### src/rtl/ctrl_trace_pkg.sv
// Shared definitions for the control-unit trace recorder: the record layout
// and the recorder FSM state encoding.
package ctrl_trace_pkg;

  // Record layout, MSB->LSB: opcode, funct, Zero, RegWrite, RegDst, ALUSrc,
  // MemWrite, MemtoReg, Jump, PCSrc, alucontrol.
  localparam int VEC_W        = 23;
  localparam int OPC_MSB      = 22;
  localparam int FUNCT_MSB    = 16;
  localparam int ZERO_BIT     = 10;
  localparam int REGWRITE_BIT = 9;
  localparam int REGDST_BIT   = 8;
  localparam int ALUSRC_BIT   = 7;
  localparam int MEMWRITE_BIT = 6;
  localparam int MEMTOREG_BIT = 5;
  localparam int JUMP_BIT     = 4;
  localparam int PCSRC_BIT    = 3;
  localparam int ALUC_MSB     = 2;

  typedef enum logic [1:0] {
    IDLE   = 2'd0,
    RECORD = 2'd1,
    FLUSH  = 2'd2
  } trace_state_t;

endpackage

### src/rtl/sync_fifo.sv
// Synchronous FIFO with wrap-bit pointers. A push while full is taken when a
// pop happens in the same cycle. The read port is the registered storage
// slot at the read pointer, so a pushed word is readable the next cycle.
module sync_fifo
  import ctrl_trace_pkg::*;
#(
  parameter int WIDTH = VEC_W,
  parameter int DEPTH = 16
) (
  input  logic                     clk,
  input  logic                     reset,
  input  logic                     i_clear,
  input  logic                     i_push,
  input  logic                     i_pop,
  input  logic [WIDTH-1:0]         i_din,
  output logic [WIDTH-1:0]         o_dout,
  output logic                     o_full,
  output logic                     o_empty,
  output logic [$clog2(DEPTH):0]   o_count
);

  localparam int AW = $clog2(DEPTH);

  logic [WIDTH-1:0] r_mem [DEPTH];
  logic [AW:0]      r_wr_ptr;
  logic [AW:0]      r_rd_ptr;
  logic             w_push;
  logic             w_pop;

  assign o_empty = (r_wr_ptr == r_rd_ptr);
  assign o_full  = (r_wr_ptr[AW] != r_rd_ptr[AW]) &&
                   (r_wr_ptr[AW-1:0] == r_rd_ptr[AW-1:0]);
  assign o_count = r_wr_ptr - r_rd_ptr;
  assign w_pop   = i_pop && !o_empty;
  assign w_push  = i_push && (!o_full || w_pop);
  assign o_dout  = r_mem[r_rd_ptr[AW-1:0]];

  // Pointer update; clear and reset both empty the FIFO.
  always_ff @(posedge clk) begin
    if (reset || i_clear) begin
      r_wr_ptr <= '0;
      r_rd_ptr <= '0;
    end else begin
      if (w_push) r_wr_ptr <= r_wr_ptr + 1'b1;
      if (w_pop)  r_rd_ptr <= r_rd_ptr + 1'b1;
    end
  end

  // Storage write.
  // NOTE: the array is deliberately not reset; the pointers define which
  // entries are valid, and leaving it unreset lets it map onto plain RAM.
  always_ff @(posedge clk) begin
    if (w_push) r_mem[r_wr_ptr[AW-1:0]] <= i_din;
  end

endmodule

### src/rtl/ctrl_trace_recorder.sv
// Records control-unit decode vectors into a FIFO during a session and
// drains them over a valid/ready stream, marking the final flushed record.
module ctrl_trace_recorder
  import ctrl_trace_pkg::*;
#(
  parameter int DEPTH = 16,
  parameter int CNTW  = 16
) (
  input  logic             clk,
  input  logic             reset,
  input  logic             i_start,
  input  logic             i_stop,
  input  logic             i_cap_valid,
  input  logic [VEC_W-1:0] i_cap_vector,
  output logic             o_out_valid,
  input  logic             i_out_ready,
  output logic [VEC_W-1:0] o_out_data,
  output logic             o_out_last,
  output logic             o_busy,
  output logic             o_overflow,
  output logic [CNTW-1:0]  o_rec_count,
  output logic [CNTW-1:0]  o_drop_count
);

  localparam int AW = $clog2(DEPTH);

  trace_state_t     r_state;
  trace_state_t     w_next_state;
  logic             w_clear;
  logic             w_push;
  logic             w_pop;
  logic             w_full;
  logic             w_empty;
  logic [AW:0]      w_count;
  logic [VEC_W-1:0] w_fifo_dout;
  logic             w_capture;
  logic             w_accept;
  logic             w_drop;
  logic             r_overflow;
  logic [CNTW-1:0]  r_rec_count;
  logic [CNTW-1:0]  r_drop_count;

  assign w_pop     = o_out_valid && i_out_ready;
  assign w_capture = (r_state == RECORD) && i_cap_valid;
  assign w_accept  = w_capture && (!w_full || w_pop);
  assign w_drop    = w_capture && w_full && !w_pop;
  assign w_push    = w_accept;

  sync_fifo #(.WIDTH(VEC_W), .DEPTH(DEPTH)) u_fifo (
    .clk     (clk),
    .reset   (reset),
    .i_clear (w_clear),
    .i_push  (w_push),
    .i_pop   (w_pop),
    .i_din   (i_cap_vector),
    .o_dout  (w_fifo_dout),
    .o_full  (w_full),
    .o_empty (w_empty),
    .o_count (w_count)
  );

  // State register.
  always_ff @(posedge clk) begin
    if (reset) r_state <= IDLE;
    else       r_state <= w_next_state;
  end

  // Next-state and stream outputs.
  // NOTE: every output of this block is given a default first so no path
  // leaves a value unassigned (which would infer a latch); blocking '=' is
  // correct here because this is combinational logic, not state.
  always_comb begin
    w_next_state = r_state;
    w_clear      = 1'b0;
    o_out_valid  = 1'b0;
    o_out_last   = 1'b0;
    unique case (r_state)
      IDLE: begin
        if (i_start) begin
          w_next_state = RECORD;
          w_clear      = 1'b1;
        end
      end
      RECORD: begin
        o_out_valid = !w_empty;
        if (i_stop) w_next_state = FLUSH;
      end
      FLUSH: begin
        o_out_valid = !w_empty;
        o_out_last  = (w_count == (AW+1)'(1));
        if (w_empty || (o_out_last && i_out_ready)) w_next_state = IDLE;
      end
      default: w_next_state = IDLE;
    endcase
  end

  // Session counters and sticky overflow, cleared when a session starts.
  // NOTE: sequential state is updated with non-blocking '<=' only.
  always_ff @(posedge clk) begin
    if (reset || w_clear) begin
      r_rec_count  <= '0;
      r_drop_count <= '0;
      r_overflow   <= 1'b0;
    end else begin
      if (w_accept && (r_rec_count != '1))  r_rec_count  <= r_rec_count + CNTW'(1);
      if (w_drop && (r_drop_count != '1))   r_drop_count <= r_drop_count + CNTW'(1);
      if (w_drop)                           r_overflow   <= 1'b1;
    end
  end

  assign o_out_data   = o_out_valid ? w_fifo_dout : '0;
  assign o_busy       = (r_state != IDLE);
  assign o_overflow   = r_overflow;
  assign o_rec_count  = r_rec_count;
  assign o_drop_count = r_drop_count;

endmodule
### config.mk
export PLATFORM = sky130hd
export DESIGN_NAME = ctrl_trace_recorder
export DESIGN_NICKNAME = d
export VERILOG_FILES = /design/src/rtl/ctrl_trace_pkg.sv /design/src/rtl/sync_fifo.sv /design/src/rtl/ctrl_trace_recorder.sv
export SDC_FILE = /design/constraint.sdc
export NUM_CORES = 1
export LEC_CHECK = 0
export ABC_CLOCK_PERIOD_IN_PS = 7660
export CAP_MARGIN = 20
export CORE_MARGIN = 2
export CORE_UTILIZATION = 50
export DETAILED_ROUTE_END_ITERATION = 16
export PLACE_DENSITY = 0.68
export SLEW_MARGIN = 20
export SYNTH_ARGS = -nofsm -noshare
export SYNTH_HDL_FRONTEND = slang
export SYNTH_SLANG_ARGS = --single-unit
### constraint.sdc
create_clock -name clk -period 7.66 [get_ports clk]
set_input_delay 0.766 -clock clk [delete_from_list [all_inputs] [get_ports clk]]
set_output_delay 0.766 -clock clk [all_outputs]
set_load 0.05 [all_outputs]
==> run metrics <==
Pwr Total=4900 uW; Synth Area in Compound Gates=2.10%; ys flop type=edfxtp_1; PortBufs=87; hold buffers post-CTS=0; Simple-Gate Fraction of Synth Area=5.28%; total CTS buffers=43; PwrDens=251 mW/mm^2; nets=1,011; largest stage delay on the critical path=0.87 ns; CP cell instances=buf_4, mux4_2, mux4_2, and2_1, clkdlybuf4s50_1; mux contribution to synthesized area=15.9%; Mapped Nets=893; Yosys top cell area share=66.7%; Setup crit end kind=primary output; EDFF count, synth=368; CP Launch Type=flip-flop; Worst-Margin Slew=1.10 ns; crit-path max FO=40; Adder-Cell Fraction of Synth Area=1.33%; grt total ovfl=0; post-layout util=59.9%; worst slew margin relative to its limit=26.6%; Synth Register Bits=417; IO Count=88; Peak Freq=0.209 GHz; R2R Path Start=u_fifo.r_wr_ptr[2]; final hold slack=0.473 ns; reg-to-reg endpoint=u_fifo.r_mem[12][12]; die area=0.0346 mm^2; setup TNS=0 ns; clock skew=0.0190 ns; root buffer cell=clkbuf_16; WHS Path Cells=2; Final Critical Period=4.79 ns; Bufs on Longest Clock Path=3; sequential share of power=51.4%; area leader, netlist=edfxtp_1; DRC errors left=0; Syn Std Cell Area=0.0166 mm^2; Int Pwr=3860 uW; DR vias/cell=5.80; most common cell after layout, fill and taps aside=edfxtp_1; Ys Warns=0; final cycle utilization of the critical path=62.6%; first-pass GRT wire length=51.1 mm; Clk pwr share=42.2%; max-slew violations=0; number of gates resized after cts=0; CP top delay family=buffers and inverters; Num Clock Sinks=417; register area share after synthesis=72.6%; H-tree levels=2; DR WL/cell=23.7 um; Setup CP Type=reg -> out; Post-Syn Area per Cell=19.6 um^2; Area Overhead vs Synth=17.8%; Sw Share=21.3%; cells on worst reg2reg path=6; chip width=186 um; routability cong.=0.769; Net Sw Power=1040 uW; Final ANT Viol Nets=0; Post-CTS Setup Bufs=0; initial drt markers=661; vias in the first global route=8,275; vias post-DR=8,359; Place WS=3.29 ns; main combinational cell family by area after synthesis=multiplexers; largest net degree at the start of global routing=68; Min-Delay Path Class=reg -> reg; initial antenna violation count=1; Rows=66; share of layout cells above drive strength 1=22.7%; core area=0.0326 mm^2; Synth cell types=48; gr usage total=20.3%; most frequent cells in the layout=368 x edfxtp_1, 115 x mux4_2, 87 x clkdlybuf4s50_1, 46 x dfxtp_1, 45 x clkbuf_16; Min-Delay Startpoint=o_overflow; Critical path buffers and inverters=2; DRT Wirelength=34.2 mm; CP Data Arrival Time=4.03 ns; synthesized instance count=847; Detail Placement HPWL=18.8 mm; synth top area cells=edfxtp_1 67%, mux4_2 16%, dfxtp_1 5.9%; fin worst setup slack=2.87 ns; Die Span Y=186 um; Max VDD drop=0.145 mV; Initial DRT Pass Iterations=5; Crit-path slowest cell=dfxtp_4; Worst-Skew Late Latency=0.54 ns; Antenna Cells=0; ys async rst share=0%; Hold Path End=o_overflow; Synth Area in XOR/XNOR=1.63%; combinational power share=6.5%; CTS tree=done; Final Hold Fails=0; P_leak=0.00596 uW; RSZ-0062 raised after global routing=false; Max-Cap Viols=0; Reg clk slew, reported paths=0.06 ns; CP required=6.89 ns; FF-to-FF setup slack=4.56 ns; critical path's most frequent cell=mux4_2; outcome=finished clean; Final setup viols=0; Starting Density=50.8%
-- logic make-up after synthesis --
logic type,count (synthesis)
compound gates,49
mux,119
flops,417
buf+inv,49
xor+xnor,30
simple gates,166
fa+ha+maj,17
-- layer usage --
layer  routed length (um)  GRT usage [%]
met1                14700           29.0
met2                17100           33.2
met3                 1740           2.78
met4                  658           5.39
met5                   13              0
-- synthesized netlist by cell type, drive strengths merged (2+ instances only) --
master	number
a2111oi	5
a211oi	2
a21boi	2
a21o	2
a21oi	13
and2	29
and3	3
and4	5
buf	13
clkbuf	23
dfxtp	49
edfxtp	368
ha	16
inv	13
mux2i	4
mux4	115
nand2	25
nand2b	7
nand3	9
nand3b	2
nand4	11
nor2	51
nor3	9
nor4	4
o2111ai	3
o211ai	2
o21a	2
o21ai	9
o31ai	3
or3	5
or4	3
xnor2	19
xor2	11
-- worst max path at each step --
stage          slack (ns)              to  depth (start not counted)               start
6_report             2.87  o_out_data[17]                          5           flip-flop
5_1_grt              2.56  o_out_data[17]                          5           flip-flop
4_1_cts              2.73  o_out_data[17]                          5           flip-flop
3_5_place_dp         3.29  o_out_data[17]                          5           flip-flop
3_3_place_gp         3.32  o_out_data[13]                          5           flip-flop
2_1_floorplan        4.28      o_out_last                          7  u_fifo.r_wr_ptr[0]
-- power groups by stage --
stage / Combinational (uW) / Clock (uW) / Sequential, uW
after floorplan: 197 / 0 / 2560
after global placement: 317 / 0 / 2570
after detailed placement: 320 / 0 / 2570
after CTS: 322 / 2110 / 2520
after global routing: 343 / 2190 / 2520
final: 316 / 2070 / 2520
-- cell type report --
cell class	instances	area [um^2]
fillers	2342	13100
flip-flops and latches	417	12000
multi-input cells	381	4430
clock buffers	56	1190
repair buffers	109	1040
well taps	442	553
clock inverters	24	228
inverters	13	48.8
-- worst reg2reg max path: stages (launching register included) --
cell and delay, ns:
dfxtp_1 0.62, ha_1 0.40, nand4_2 0.16, o31a_1 0.30, nand2_1 0.24, nor2_2 0.60, buf_4 0.45
-- through the flow --
stage | instances | area (um^2)
finish | 1442 | 19500
floorplan | 847 | 16600
CTS | 1442 | 19500
global placement | 1362 | 18100
detailed placement | 1362 | 18100
global route | 1442 | 19500
-- flip-flops by register name, indices dropped and copies added (netlist names), named ones only --
| signal | count |
|---|---|
| o_drop_count | 16 |
| u_fifo.r_rd_ptr | 5 |
| o_rec_count | 16 |
| r_state | 2 |
| u_fifo.r_mem | 368 |
| u_fifo.r_wr_ptr | 5 |
| o_overflow | 1 |
(Power assumes the default switching activity.)
